### src/rtl/cpsr_update_pkg.sv
// Shared constants and types for the CPSR flag-generation stage: condition
// codes, flag bit positions, flag-source encodings and the FSM state type.
package cpsr_update_pkg;

  localparam int CPSR_W = 32;

  localparam int FLAG_N = 31;
  localparam int FLAG_Z = 30;
  localparam int FLAG_C = 29;
  localparam int FLAG_V = 28;

  typedef enum logic [3:0] {
    COND_EQ = 4'h0,
    COND_NE = 4'h1,
    COND_CS = 4'h2,
    COND_CC = 4'h3,
    COND_MI = 4'h4,
    COND_PL = 4'h5,
    COND_VS = 4'h6,
    COND_VC = 4'h7,
    COND_HI = 4'h8,
    COND_LS = 4'h9,
    COND_GE = 4'hA,
    COND_LT = 4'hB,
    COND_GT = 4'hC,
    COND_LE = 4'hD,
    COND_AL = 4'hE,
    COND_NV = 4'hF
  } cond_e;

  typedef enum logic [1:0] {
    SRC_ARITH = 2'd0,
    SRC_LOGIC = 2'd1,
    SRC_MSR   = 2'd2,
    SRC_RSVD  = 2'd3
  } flag_src_e;

  typedef enum logic {
    ST_SYNC = 1'b0,
    ST_RUN  = 1'b1
  } state_e;

  // Replace each byte lane whose mask bit is set; leave the others alone.
  function automatic logic [CPSR_W-1:0] msrMerge(
    input logic [CPSR_W-1:0] cur,
    input logic [CPSR_W-1:0] data,
    input logic [3:0]        mask
  );
    logic [CPSR_W-1:0] merged;
    merged = cur;
    for (int b = 0; b < 4; b++) begin
      if (mask[b]) merged[b*8 +: 8] = data[b*8 +: 8];
    end
    return merged;
  endfunction

endpackage

### src/rtl/cpsr_update_cond_check.sv
// Purely combinational ARM condition-code evaluator. Kept as its own module
// so the branch unit can reuse exactly the same pass/fail decision.
module cond_check
  import cpsr_update_pkg::*;
(
  input  logic [3:0] cond,
  input  logic [3:0] nzcv,
  output logic       pass
);

  logic w_n;
  logic w_z;
  logic w_c;
  logic w_v;

  assign {w_n, w_z, w_c, w_v} = nzcv;

  // Decode the condition field against the current NZCV flags.
  always_comb begin
    pass = 1'b0;
    case (cond)
      COND_EQ: pass = w_z;
      COND_NE: pass = !w_z;
      COND_CS: pass = w_c;
      COND_CC: pass = !w_c;
      COND_MI: pass = w_n;
      COND_PL: pass = !w_n;
      COND_VS: pass = w_v;
      COND_VC: pass = !w_v;
      COND_HI: pass = w_c && !w_z;
      COND_LS: pass = !w_c || w_z;
      COND_GE: pass = (w_n == w_v);
      COND_LT: pass = (w_n != w_v);
      COND_GT: pass = !w_z && (w_n == w_v);
      COND_LE: pass = w_z || (w_n != w_v);
      COND_AL: pass = 1'b1;
      default: pass = 1'b0;
    endcase
  end

endmodule

### src/rtl/cpsr_update.sv
// Flag-generation / condition-check stage in front of the CPSR register.
// A shadow copy of the CPSR is the authority for condition checks so that
// back-to-back flag dependencies see fresh flags despite the register's
// one-cycle read latency. After reset the shadow is reloaded from cpsr_q.
module cpsr_update
  import cpsr_update_pkg::*;
#(
  parameter int FULLW       = CPSR_W,
  parameter int SYNC_CYCLES = 2
) (
  input  logic             clk,
  input  logic             rst_n,
  input  logic             in_valid,
  output logic             in_ready,
  input  logic [3:0]       in_cond,
  input  logic             in_set_flags,
  input  logic [1:0]       in_flag_src,
  input  logic [FULLW-1:0] in_result,
  input  logic             in_alu_c,
  input  logic             in_alu_v,
  input  logic             in_shift_c,
  input  logic [FULLW-1:0] in_msr_data,
  input  logic [3:0]       in_msr_mask,
  input  logic [FULLW-1:0] cpsr_q,
  output logic             cpsr_we,
  output logic [FULLW-1:0] cpsr_d,
  output logic             out_valid,
  output logic             out_pass,
  output logic [3:0]       flags
);

  localparam int CNTW = (SYNC_CYCLES > 1) ? $clog2(SYNC_CYCLES) : 1;
  localparam logic [CNTW-1:0] LAST_CNT = CNTW'(SYNC_CYCLES - 1);

  state_e           r_state;
  state_e           w_stateNext;
  logic [CNTW-1:0]  r_syncCnt;
  logic [CNTW-1:0]  w_cntNext;
  logic             w_sample;
  logic [FULLW-1:0] r_cpsr;
  logic [FULLW-1:0] w_cpsrNext;
  logic             w_update;
  logic             w_accept;
  logic             w_pass;

  cond_check u_condCheck (
    .cond (in_cond),
    .nzcv (r_cpsr[FLAG_N:FLAG_V]),
    .pass (w_pass)
  );

  assign flags    = r_cpsr[FLAG_N:FLAG_V];
  assign w_accept = in_valid & in_ready;

  // State and resync counter registers.
  always_ff @(posedge clk or negedge rst_n) begin
    if (!rst_n) begin
      r_state   <= ST_SYNC;
      r_syncCnt <= '0;
    end else begin
      r_state   <= w_stateNext;
      r_syncCnt <= w_cntNext;
    end
  end

  // Resync sequencing: wait out the register's read latency, then sample q once.
  always_comb begin
    w_stateNext = r_state;
    w_cntNext   = r_syncCnt;
    w_sample    = 1'b0;
    in_ready    = 1'b0;
    case (r_state)
      ST_SYNC: begin
        if (r_syncCnt == LAST_CNT) begin
          w_stateNext = ST_RUN;
          w_cntNext   = '0;
          w_sample    = 1'b1;
        end else begin
          w_cntNext = r_syncCnt + CNTW'(1);
        end
      end
      ST_RUN: begin
        in_ready = 1'b1;
      end
      default: begin
        w_stateNext = ST_SYNC;
        w_cntNext   = '0;
      end
    endcase
  end

  // Build the candidate CPSR value for an accepted, passing instruction.
  always_comb begin
    w_cpsrNext = r_cpsr;
    w_update   = 1'b0;
    if (w_accept && w_pass) begin
      case (in_flag_src)
        SRC_ARITH: begin
          if (in_set_flags) begin
            w_update           = 1'b1;
            w_cpsrNext[FLAG_N] = in_result[FULLW-1];
            w_cpsrNext[FLAG_Z] = (in_result == '0);
            w_cpsrNext[FLAG_C] = in_alu_c;
            w_cpsrNext[FLAG_V] = in_alu_v;
          end
        end
        SRC_LOGIC: begin
          if (in_set_flags) begin
            w_update           = 1'b1;
            w_cpsrNext[FLAG_N] = in_result[FULLW-1];
            w_cpsrNext[FLAG_Z] = (in_result == '0);
            w_cpsrNext[FLAG_C] = in_shift_c;
          end
        end
        SRC_MSR: begin
          w_update   = 1'b1;
          w_cpsrNext = msrMerge(r_cpsr, in_msr_data, in_msr_mask);
        end
        default: begin
          w_update = 1'b0;
        end
      endcase
    end
  end

  // Shadow CPSR and registered outputs toward the CPSR register.
  always_ff @(posedge clk or negedge rst_n) begin
    if (!rst_n) begin
      r_cpsr    <= '0;
      cpsr_we   <= 1'b0;
      cpsr_d    <= '0;
      out_valid <= 1'b0;
      out_pass  <= 1'b0;
    end else begin
      out_valid <= w_accept;
      out_pass  <= w_accept & w_pass;
      cpsr_we   <= w_update;
      if (w_sample) begin
        r_cpsr <= cpsr_q;
      end else if (w_update) begin
        r_cpsr <= w_cpsrNext;
      end
      if (w_update) begin
        cpsr_d <= w_cpsrNext;
      end
    end
  end

endmodule

### config.mk
export PLATFORM = sky130hd
export DESIGN_NAME = cpsr_update
export DESIGN_NICKNAME = d
export VERILOG_FILES = /design/src/rtl/cpsr_update_pkg.sv /design/src/rtl/cpsr_update_cond_check.sv /design/src/rtl/cpsr_update.sv
export SDC_FILE = /design/constraint.sdc
export NUM_CORES = 1
export LEC_CHECK = 0
export CAP_MARGIN = 5
export CORE_MARGIN = 5
export CORE_UTILIZATION = 32
export CTS_CLUSTER_SIZE = 28
export DETAILED_ROUTE_END_ITERATION = 10
export GPL_ROUTABILITY_DRIVEN = 0
export PLACE_DENSITY = 0.59
export SYNTH_ARGS = -nofsm -noshare
export SYNTH_HDL_FRONTEND = slang
export SYNTH_SLANG_ARGS = --single-unit
### constraint.sdc
create_clock -name clk -period 5.3 [get_ports clk]
set_input_delay 0.53 -clock clk [delete_from_list [all_inputs] [get_ports clk]]
set_output_delay 0.53 -clock clk [all_outputs]
set_load 0.01 [all_outputs]
**Word level (Yosys, flattened, before mapping)**

Cells that the tools add are included.

- Bits in registers: 69
- Input port bits: 113

- Add/sub/neg operators: 1
- Eq/ne operators: 18
- Muxes and demuxes: 21
- Bitwise operators: 2
- Reduce and logical (&&, ||, !) cells: 14

Operators by type and width:

| operator | number |
|---|---|
| 32-bit 2-to-1 mux | 3 |
| 32-bit zero test | 1 |
| 8-bit 2-to-1 mux | 4 |
| 4-bit equality test (second input constant) | 7 |
| 28-bit 2-to-1 mux | 1 |
| 4-bit by 3-bit equality test with 1-bit output (second input constant) | 4 |
| 1-bit case mux with 15 select lines | 1 |
| 3-bit case mux with 3 select lines | 1 |
| 4-bit by 2-bit equality test with 1-bit output (second input constant) | 2 |
| 1-bit 2-to-1 mux | 7 |
| 4-bit by 1-bit equality test with 1-bit output (second input constant) | 1 |
| 1-bit zero test | 4 |
| 4-bit zero test | 1 |
| 4-bit 2-to-1 mux | 1 |
| 1-bit case mux with 2 select lines | 2 |
| 1-bit logical AND | 3 |
| 3-bit 2-to-1 mux | 1 |
| 1-bit AND | 2 |
| 2-bit by 1-bit equality test with 1-bit output (second input constant) | 1 |
| 2-bit equality test (second input constant) | 1 |
| 2-bit zero test | 1 |
| 1-bit logical OR | 2 |
| 2-bit nonzero test | 1 |
| 2-bit OR reduction | 1 |
| 3 further kinds | 3 |

**Longest topological paths before layout**

Gate-level depths: netlist of run 1.

- Word-level depth: 7
- Gate-level depth with buffers: 10

**Hierarchy**

A second synthesis of run 1 with hierarchy kept.

- Cell total of the unflattened synthesis: 330
- Area total of the unflattened synthesis: 3,453.3 um^2

By module, submodules not included:

| module | instances | cells an instance | area an instance (um^2) |
|---|---|---|---|
| cpsr_update | 1 | 302 | 3,259.4 |
| cond_check | 1 | 28 | 193.9 |

**Least setup slack after synthesis of run 1**

No wires, ideal clock.

- Path kind: input to register
- From: in in_cond[3]
- To: reg cpsr_d[6]
- Library setup time: 141 ps
- Arrival: 2,330 ps
- Slack: 2,829 ps
- Stages on the path: 9
- Cells stage by stage: buf_2 -> nand2_1 -> mux2_2 -> a211o_1 -> a2111o_1 -> buf_2 -> buf_2 -> a31oi_1 -> a31oi_1

- Word-level cells in the longest chain between the ends: 4
- Elaborated cells between the ends (all ways): 19
- Those cells by class: 14 x eq/ne; 3 x mux; 2 x reduce/logical

RTL lines:

| what | line | text |
|---|---|---|
| start: declaration | cpsr_update.sv:15 | `input logic [3:0] in_cond,` |
| 4-bit equality test (tied with other cells) | cpsr_update_cond_check.sv:21 | `case (cond)` |
| 1-bit case mux with 15 select lines (*) | cpsr_update_cond_check.sv:21 |  |
| 1-bit logical AND (*) | cpsr_update.sv:96 | `if (w_accept && w_pass) begin` |
| 32-bit 2-to-1 mux / 1-bit 2-to-1 mux (equally long branches) | cpsr_update.sv:96 |  |
| end signal: assignment | cpsr_update.sv:144 | `cpsr_d <= w_cpsrNext;` |
| end: declaration | cpsr_update.sv:26 | `output logic [FULLW-1:0] cpsr_d,` |

Mark *: on every way between the ends. The rest lies on a longest branch, timed or not.
A chain may end at the register's enable or synchronous reset.

**Worst setup path in the final report of run 1**

- From: in in_cond[1]
- To: reg r_cpsr[11]

- Word-level cells in the longest chain between the ends: 6
- Elaborated cells between the ends (all ways): 22
- Those cells by class: 14 x eq/ne; 5 x mux; 3 x reduce/logical

RTL lines:

| what | line | text |
|---|---|---|
| 4-bit equality test (tied with other cells) | cpsr_update_cond_check.sv:21 |  |
| 1-bit case mux with 15 select lines (*) | cpsr_update_cond_check.sv:21 |  |
| 1-bit logical AND (*) | cpsr_update.sv:96 |  |
| 32-bit 2-to-1 mux | cpsr_update.sv:96 |  |
| 32-bit 2-to-1 mux | cpsr_update.sv:140 | `end else if (w_update) begin` |
| 32-bit 2-to-1 mux | cpsr_update.sv:138 | `if (w_sample) begin` |
| end signal: assignment | cpsr_update.sv:139 | `r_cpsr <= cpsr_q;` |
| end signal: assignment | cpsr_update.sv:141 | `r_cpsr <= w_cpsrNext;` |
| end: declaration | cpsr_update.sv:40 | `logic [FULLW-1:0] r_cpsr;` |

Mark *: on every way between the ends. The rest lies on a longest branch, timed or not. The select of a mux whose other input is x is not followed.

==> results.ini, run 1 <==
[global_routing]
grt.overflow.total=0
grt_pass1_wl_mm=21.1
grt_max_degree=70
grt_pass1_vias=3910
grt_usage_pct=18.3
antenna_found_initial=0

[synthesis]
yosys-top-cells-area=dfrtp_1, nand2_1, a31oi_1, mux2i_1, o211ai_1
ys_ff_latch=69
synth_flop_cell=dfrtp_1
yosysMostFrequentCell=dfrtp_1
synth-edff-count=0
async_flop_share_pct=100
synth_seq_area_share_pct=45.0
syn_nets=536
netlist.area_leader.share_pct=45.0
yosysTopAreaCell=dfrtp_1
syn_avg_cell_area_um2=9.08
synth_cell_types=46
yosysWarnings=0
syn_inst=423
synth_area_mm2=0.00384
synth_top_cells_by_count=dfrtp_1, nand2_1, a31oi_1

[sta]
slew_headroom_pct=24.0
grt_setup_unrepaired=no
fin_crit_sh_pct=63.5
hold_viol=0
fmax_mhz=297
worst_pin_slew_ns=1.13
setup-tns-final_ns=0
fin_crit_ns=3.37
finalSetupViolations=0
finalClockSkew_ns=0.00771
maxSlewViolCount=0

[cts]
cts_tree=built
cts_setup_buffers=0
cts_buffer_depth=2
cts_sinks=69
cts_root_buf=clkbuf_16
cts.htree.levels=3
numCtsBuffers=9
cts_resized=0
clk_latency_ns=0.32
ctsHoldBuffers=0
path_clk_slew_ns=0.06

[outcome]
run_status=complete, no violations

[critical_path]
rr_worst_depth=6
r2r-start=r_cpsr[30]
crit_path_start_kind=input port
cp_max_fo=14
max_stage_delay_ns=0.89
end_kind=register
worstSetupPathType=in2reg
path_cells=clkdlybuf4s50_1 -> mux2i_1 -> a2111oi_0 -> a2111oi_4 -> buf_4 -> nor3_1 -> o211ai_1
path_buf_inv=2
crit_required_ns=5.46
rr_endpoint=r_cpsr[11]
critPathTopFamily=compound AO/OA/AOI/OAI gates
crit_start=in_cond[1]
cpMaxStageDelayCell=a2111oi_0
worst-r2r-setup-slack_ns=2.24
worst_ep_arrival_time_ns=3.53

[route]
drtAntennaViolNets=0
vias=3823
routed_via_density=5.48
drc=0
firstDrtPassIters=4
wl_per_cell_um=19.0
finalWirelength_mm=13.2
drt_iter0_markers=325

[layout]
drive_gt1_share_pct=7.08
final_util_pct=47.7
antenna_cells=0
area_growth_pct=47.9
finalNetCount=659

[power]
switching_share_pct=33.3
internal_power_mw=1.70
leakage_nw=2.20
pwr-share-clk_pct=24.3
power.switching_uw=850
combPwrFrac_pct=38.7
powerDensity_mw_per_mm2=450
seq_power_share_pct=37.1
ir_worst_vdd_v=0.000186

[die]
dieWidth_um=120
initial_utilization_pct=32.2
io_pins=153
num_rows=40
fp.dieArea_mm2=0.0143
chipHeight_um=120
core-area_mm2=0.0119

[placement]
hpwl_mm=8.98
portBuffers=152

[flow_run]
drv_cap=0

[worst_hold_path]
hp-class=in2async

-- power groups by stage --
| stage | Clock [mW] | Combinational [mW] | Sequential (mW) |
|---|---|---|---|
| floorplan | 0 | 0.477 | 0.963 |
| global placement | 0 | 0.965 | 0.951 |
| detailed placement | 0 | 0.989 | 0.955 |
| CTS | 0.632 | 0.996 | 0.950 |
| global route | 0.655 | 1.08 | 0.980 |
| finish | 0.619 | 0.987 | 0.947 |
-- worst max-delay path by stage --
stage                      end  slack, ns  depth (start not counted)
CTS                 r_cpsr[11]       1.96                          7
detailed placement  r_cpsr[15]       1.60                          7
finish              r_cpsr[11]       1.93                          7
floorplan            cpsr_d[6]       2.83                          9
global placement    r_cpsr[15]       1.71                          7
global route        r_cpsr[11]       1.70                          8
-- layout by cell type (no fill, tap or decap), types with 3 or more instances in the layout --
cell type and count:
mux2_2 7, nand4_1 25, inv_1 4, nor3_1 7
dfrtp_1 69, nor2b_1 5, nand3_1 8, a22oi_1 3
a31oi_1 38, buf_4 5, and3_1 5, o211ai_1 23
o31ai_1 9, clkbuf_16 9, a211oi_1 3, nand2_1 68
a21o_1 4, a21oi_1 23, clkdlybuf4s50_1 151, mux2i_1 21
and2_1 3, nor4_1 7, nor2_1 17, o21ai_0 4
-- per-stage QoR --
stage | power [mW] | hold WS (ns) | instances | area [um2] | setup WS (ns)
2_1_floorplan | 1.44 | 0.234 | 423 | 3840 | 2.83
3_3_place_gp | 1.92 | 0.505 | 682 | 5370 | 1.71
3_5_place_dp | 1.94 | 0.497 | 682 | 5370 | 1.60
4_1_cts | 2.58 | 0.364 | 698 | 5680 | 1.96
5_1_grt | 2.71 | 0.409 | 698 | 5680 | 1.70
6_report | 2.55 | 0.333 | 698 | 5680 | 1.93
-- sequential cells by signal (all words and copies together) (netlist names) --
signal     cells
r_state        1
r_cpsr        32
cpsr_we        1
out_pass       1
r_syncCnt      1
out_valid      1
cpsr_d        32
-- per-layer routing --
metal,up-vias,routed length (um),global-route usage [%]
li1,1815,-,-
met1,1871,5880,24.2
met2,127,6520,30.7
met3,10,698,4.05
met4,0,139,4.01
met5,-,0,0
-- cell families after synthesis --
| group | count (synthesis) | share of synthesized area [%] |
|---|---|---|
| muxes | 28 | 7.53 |
| buffers and inverters | 49 | 6.29 |
| AOI/OAI and AO/OA | 116 | 20.2 |
| and+or+nand+nor | 158 | 20.3 |
| xor gates and xnor gates | 3 | 0.684 |
| DFF | 69 | 45.0 |
-- worst register-to-register path, cell delays in order (launching register included) --
cell	delay, ns
dfrtp_1	0.55
a21oi_1	0.11
a2111oi_0	0.87
a2111oi_4	0.10
buf_4	0.25
nor3_1	0.81
o211ai_1	0.21
-- cell type report --
cell class	count	area, um2
fill	1161	6230
inverter	5	18.8
tap	147	184
clock inverter	5	57.6
sequential	69	1730
clock buffer	11	253
multi-input combinational	305	1890
timing repair buffer	156	1550
Power figures use the tool's default switching activity.
==> run 2: changes to the inputs <==
clock period = 3.17 ns   (was 5.3 ns; I/O delays follow)
==> run 2 against run 1 <==
Net effect:
- first-iteration DRC count shrank 15%
- hold slack lost 0.24 ns
- critical path depth grew 1
- register-to-register slack lost 1.7 ns
- die area is the same
- global-route usage shrank 0.31 points
- setup slack lost 1.4 ns
- via count grew 1.2%
- cell area grew 1.5%
- core utilization grew 0.69 points
- non-clock buffer count grew 9
- critical path type unchanged
- largest cell class unchanged
==> results.ini, run 2 (synthesis gave the netlist of run 1 again) <==
[route]
finalWirelength_mm=13.1
wl_per_cell_um=18.5
vias=3869
drt_iter0_markers=277
routed_via_density=5.47
drc=0
drtAntennaViolNets=0
firstDrtPassIters=5

[layout]
finalNetCount=668
drive_gt1_share_pct=8.57
antenna_cells=0
reg_top3=cpsr_d (32), r_cpsr (32)
final_common_cell=clkdlybuf4s50_1
stdcell_count=707
final_util_pct=48.4
final_cell_mix=clkdlybuf4s50_1, dfrtp_1, nand2_1
nFillCells=1132
area_growth_pct=50.1

[placement]
portBuffers=152
pre_cts_ws_ns=0.213
place_inst=691
hpwl_mm=9.25

[critical_path]
end_kind=register
worst-r2r-setup-slack_ns=0.58
worst_ep_arrival_time_ns=2.87
crit_path_start_kind=input port
crit_required_ns=3.40
cp_max_fo=55
rr_worst_depth=7
worstSetupPathType=in2reg

[global_routing]
antenna_found_initial=0
grt_usage_pct=17.9
grt.overflow.total=0
grt_pass1_wl_mm=20.9
grt_pass1_vias=3966
grt_max_degree=70

[sta]
setup-tns-final_ns=0
finalSetupViolations=0
maxSlewViolCount=0
fmax_mhz=379
grt_setup_unrepaired=no
worst_pin_slew_ns=0.888
finalClockSkew_ns=0.00746
fin_crit_ns=2.64
fin_crit_sh_pct=83.3
hold_viol=0
fin_ws_ns=0.530
slew_headroom_pct=40.8
holdWs_ns=0.0948

[power]
powerDensity_mw_per_mm2=749
leakage_nw=2.25
ir_worst_vdd_v=0.000322

[cts]
cts_buffer_depth=2
cts_tree=built
numCtsBuffers=9
cts_root_buf=clkbuf_16
cts_sinks=69
cts_resized=0
cts.htree.levels=3
cts_setup_buffers=0
ctsHoldBuffers=0
path_clk_slew_ns=0.06
clk_latency_ns=0.33

[die]
initial_utilization_pct=32.2
core-area_mm2=0.0119
fp.dieArea_mm2=0.0143
io_pins=153
chipHeight_um=120
num_rows=40
dieWidth_um=120

[outcome]
run_status=complete, no violations

[worst_hold_path]
hp-class=in2async

[flow_run]
drv_cap=0

==> run 2: cell count changes in the layout (fill, tap and decap cells not counted) <==
cell	before	now
buf_4	5	14
clkinvlp_4	0	1
bufinv_16	1	2
clkbuf_8	2	1
inv_6	1	0
==> run 2: power by group <==
group	switching, mW	total (mW)	internal (mW)
sequential	0.276	1.57	1.30
clock	0.380	1.09	0.708
combinational	0.749	1.66	0.908
total	1.40	4.32	2.91
==> run 2: path summary, 6_finish.rpt <==
check / startpoint / endpoint
max: in_cond[0] / r_cpsr[4]
min: rst_n / cpsr_d[8]
max reg2reg: r_cpsr[28] / r_cpsr[4]
min reg2reg: cpsr_d[28] / cpsr_d[28]
max in group asynchronous: rst_n / cpsr_d[10]
min in group clk: cpsr_d[28] / cpsr_d[28]
==> run 2: cell type report <==
class                           instances  area (um2)  area share (%)
Sequential cell                        69        1730            30.0
Tap cell                              147         184            3.19
Multi-Input combinational cell        305        1890            32.8
Clock inverter                          6        86.3            1.50
Inverter                                5        18.8           0.326
Clock buffer                           10         239            4.15
Timing Repair Buffer                  165        1620            28.1
==> run 2: routing by layer <==
metal | share of wire [%] | up-vias | routed length (um) | global-route usage, %
met5 | 0 | - | 0 | 0
met4 | 1.6 | 0 | 212 | 4.94
met3 | 5.0 | 14 | 652 | 4.01
met2 | 50 | 123 | 6470 | 30.4
met1 | 44 | 1904 | 5730 | 23.1
li1 | - | 1828 | - | -
==> run 2: per-stage QoR <==
step / cell area (um2) / power [mW]
after floorplan: 3840 / 2.41
after global placement: 5440 / 3.21
after detailed placement: 5440 / 3.25
after CTS: 5760 / 4.36
after global routing: 5760 / 4.57
final: 5760 / 4.32
==> run 2: worst max-delay path, cell delays in order <==
cell and delay [ns]:
clkdlybuf4s50_1 0.71, xor2_1 0.18, a22oi_1 0.08, o31ai_1 0.46, a2111o_2 0.21, buf_4 0.50
nand4_1 0.17, a31oi_1 0.21
==> run 3: changes to the inputs <==
PLACE_DENSITY = 0.61   (was 0.59)
clock period = 2.25 ns   (was 3.17 ns; I/O delays follow)
==> run 3 against run 2 <==
Net effect:
- the flow now finishes with violations (negative setup slack)
- clock power up 17%
- routed wire length rose by 9.2%
- critical path depth unchanged
- clock skew is essentially flat
- largest power group unchanged
==> results.ini, run 3 (synthesis gave the netlist of run 1 again) <==
[critical_path]
worstSetupPathType=reg2reg
worst_ep_arrival_time_ns=2.53
worst-r2r-setup-slack_ns=-0.08
r2r-start=r_cpsr[31]
end_kind=register
crit_path_start_kind=register
rr_endpoint=r_cpsr[30]
rr_worst_depth=8
cp_max_fo=6
crit_required_ns=2.45

[global_routing]
antenna_found_initial=0
grt_pass1_vias=4057
grt_usage_pct=18.5
grt_pass1_wl_mm=21.5
grt.overflow.total=0
grt_max_degree=70

[layout]
area_growth_pct=70.7
drive_gt1_share_pct=21.2
finalInstanceArea_mm2=0.00655
final_cell_mix=clkdlybuf4s50_1, dfrtp_1, nand2_1
final_common_cell=clkdlybuf4s50_1
finalNetCount=713
stdcell_count=752
reg_top3=cpsr_d (32), r_cpsr (32)
antenna_cells=0

[sta]
finalClockSkew_ns=0.00719
grt_setup_unrepaired=yes
fin_crit_ns=2.33
holdWs_ns=0.0392
fin_ws_ns=-0.0787
hold_viol=0
setup-tns-final_ns=-2.11
fin_crit_sh_pct=103
finalSetupViolations=61
worst_pin_slew_ns=0.903
fmax_mhz=429
slew_headroom_pct=39.8
maxSlewViolCount=0

[cts]
cts_buffer_depth=2
numCtsBuffers=9
cts_sinks=69
cts_root_buf=clkbuf_16
clk_latency_ns=0.32
cts.htree.levels=3
path_clk_slew_ns=0.06
cts_tree=built

[route]
routed_via_density=5.44
drtAntennaViolNets=0
finalWirelength_mm=14.3
drt_iter0_markers=393
vias=4089
wl_per_cell_um=19.0
firstDrtPassIters=5
drc=0

[outcome]
run_status=finished with violations
failed_checks=negative setup slack

[flow_run]
drv_cap=0

[power]
powerDensity_mw_per_mm2=1020
leakage_nw=2.58
ir_worst_vdd_v=0.000496

[placement]
hpwl_mm=9.62
place_inst=719
pre_cts_ws_ns=-0.579
place_area_mm2=0.00571
portBuffers=152

[worst_hold_path]
hp-class=in2async

[die]
initial_utilization_pct=32.2
core-area_mm2=0.0119
chipHeight_um=120
dieWidth_um=120
io_pins=153
num_rows=40
fp.dieArea_mm2=0.0143

-- run 3: repair_timing --
item                       CTS  global route
hold buffers                 0             0
setup endpoints to repair   63            65
buffers inserted             3             4
pin swaps                    4            31
resized for setup           21            48
cloned                       1             9
-- run 3: layer usage --
layer  vias to the layer above  GRT usage (%)  share of wire [%]  routed length [um]
met2                       148           31.5                 50                7090
met1                      1994           24.1                 44                6240
met3                        14           3.30                5.0                 717
li1                       1933              -                  -                   -
met4                         0           5.37                1.5                 210
met5                         -              0                  0                   0
-- run 3: how the worst max path moves through the flow --
stage / cells after the start / to / slack (ns) / from
final: 8 / r_cpsr[30] / -0.08 / r_cpsr[31]
after global routing: 8 / r_cpsr[30] / -0.15 / r_cpsr[31]
after CTS: 8 / r_cpsr[29] / -0.06 / r_cpsr[31]
after detailed placement: 9 / r_cpsr[13] / -0.58 / in_cond[1]
after global placement: 9 / r_cpsr[11] / -0.51 / in_cond[1]
after floorplan: 8 / cpsr_d[6] / 0.03 / r_cpsr[28]
-- run 3: where the power goes --
group	internal, mW	switching [mW]	leakage [nW]	total [mW]
clock network	0.739	0.541	0.139	1.28
registers	1.83	0.400	0.821	2.23
logic	1.83	1.35	1.62	3.18
total	4.39	2.29	2.58	6.69
-- run 3: worst max-delay path: stages, from the launching register on --
cell	delay, ns
dfrtp_2	0.44
xnor2_2	0.16
mux2_2	0.26
a211o_1	0.27
a2111o_2	0.51
buf_12	0.19
clkbuf_16	0.16
nand3_1	0.12
o211ai_1	0.09
-- run 3: final cells by class --
type | instances | area (um2)
Multi-Input combinational cell | 305 | 2150
Clock inverter | 7 | 42.5
Clock buffer | 9 | 225
Inverter | 5 | 31.3
Fill cell | 1065 | 5360
Timing Repair inverter | 1 | 8.76
Sequential cell | 69 | 1730
Tap cell | 147 | 184
Timing Repair Buffer | 209 | 2180
-- run 3: stage by stage --
stage / power, mW / utilization [%]
floorplan: 3.39 / -
global placement: 4.71 / 47.9
detailed placement: 4.75 / 47.9
CTS: 6.22 / 51.2
global route: 7.05 / 55.0
finish: 6.69 / 55.0
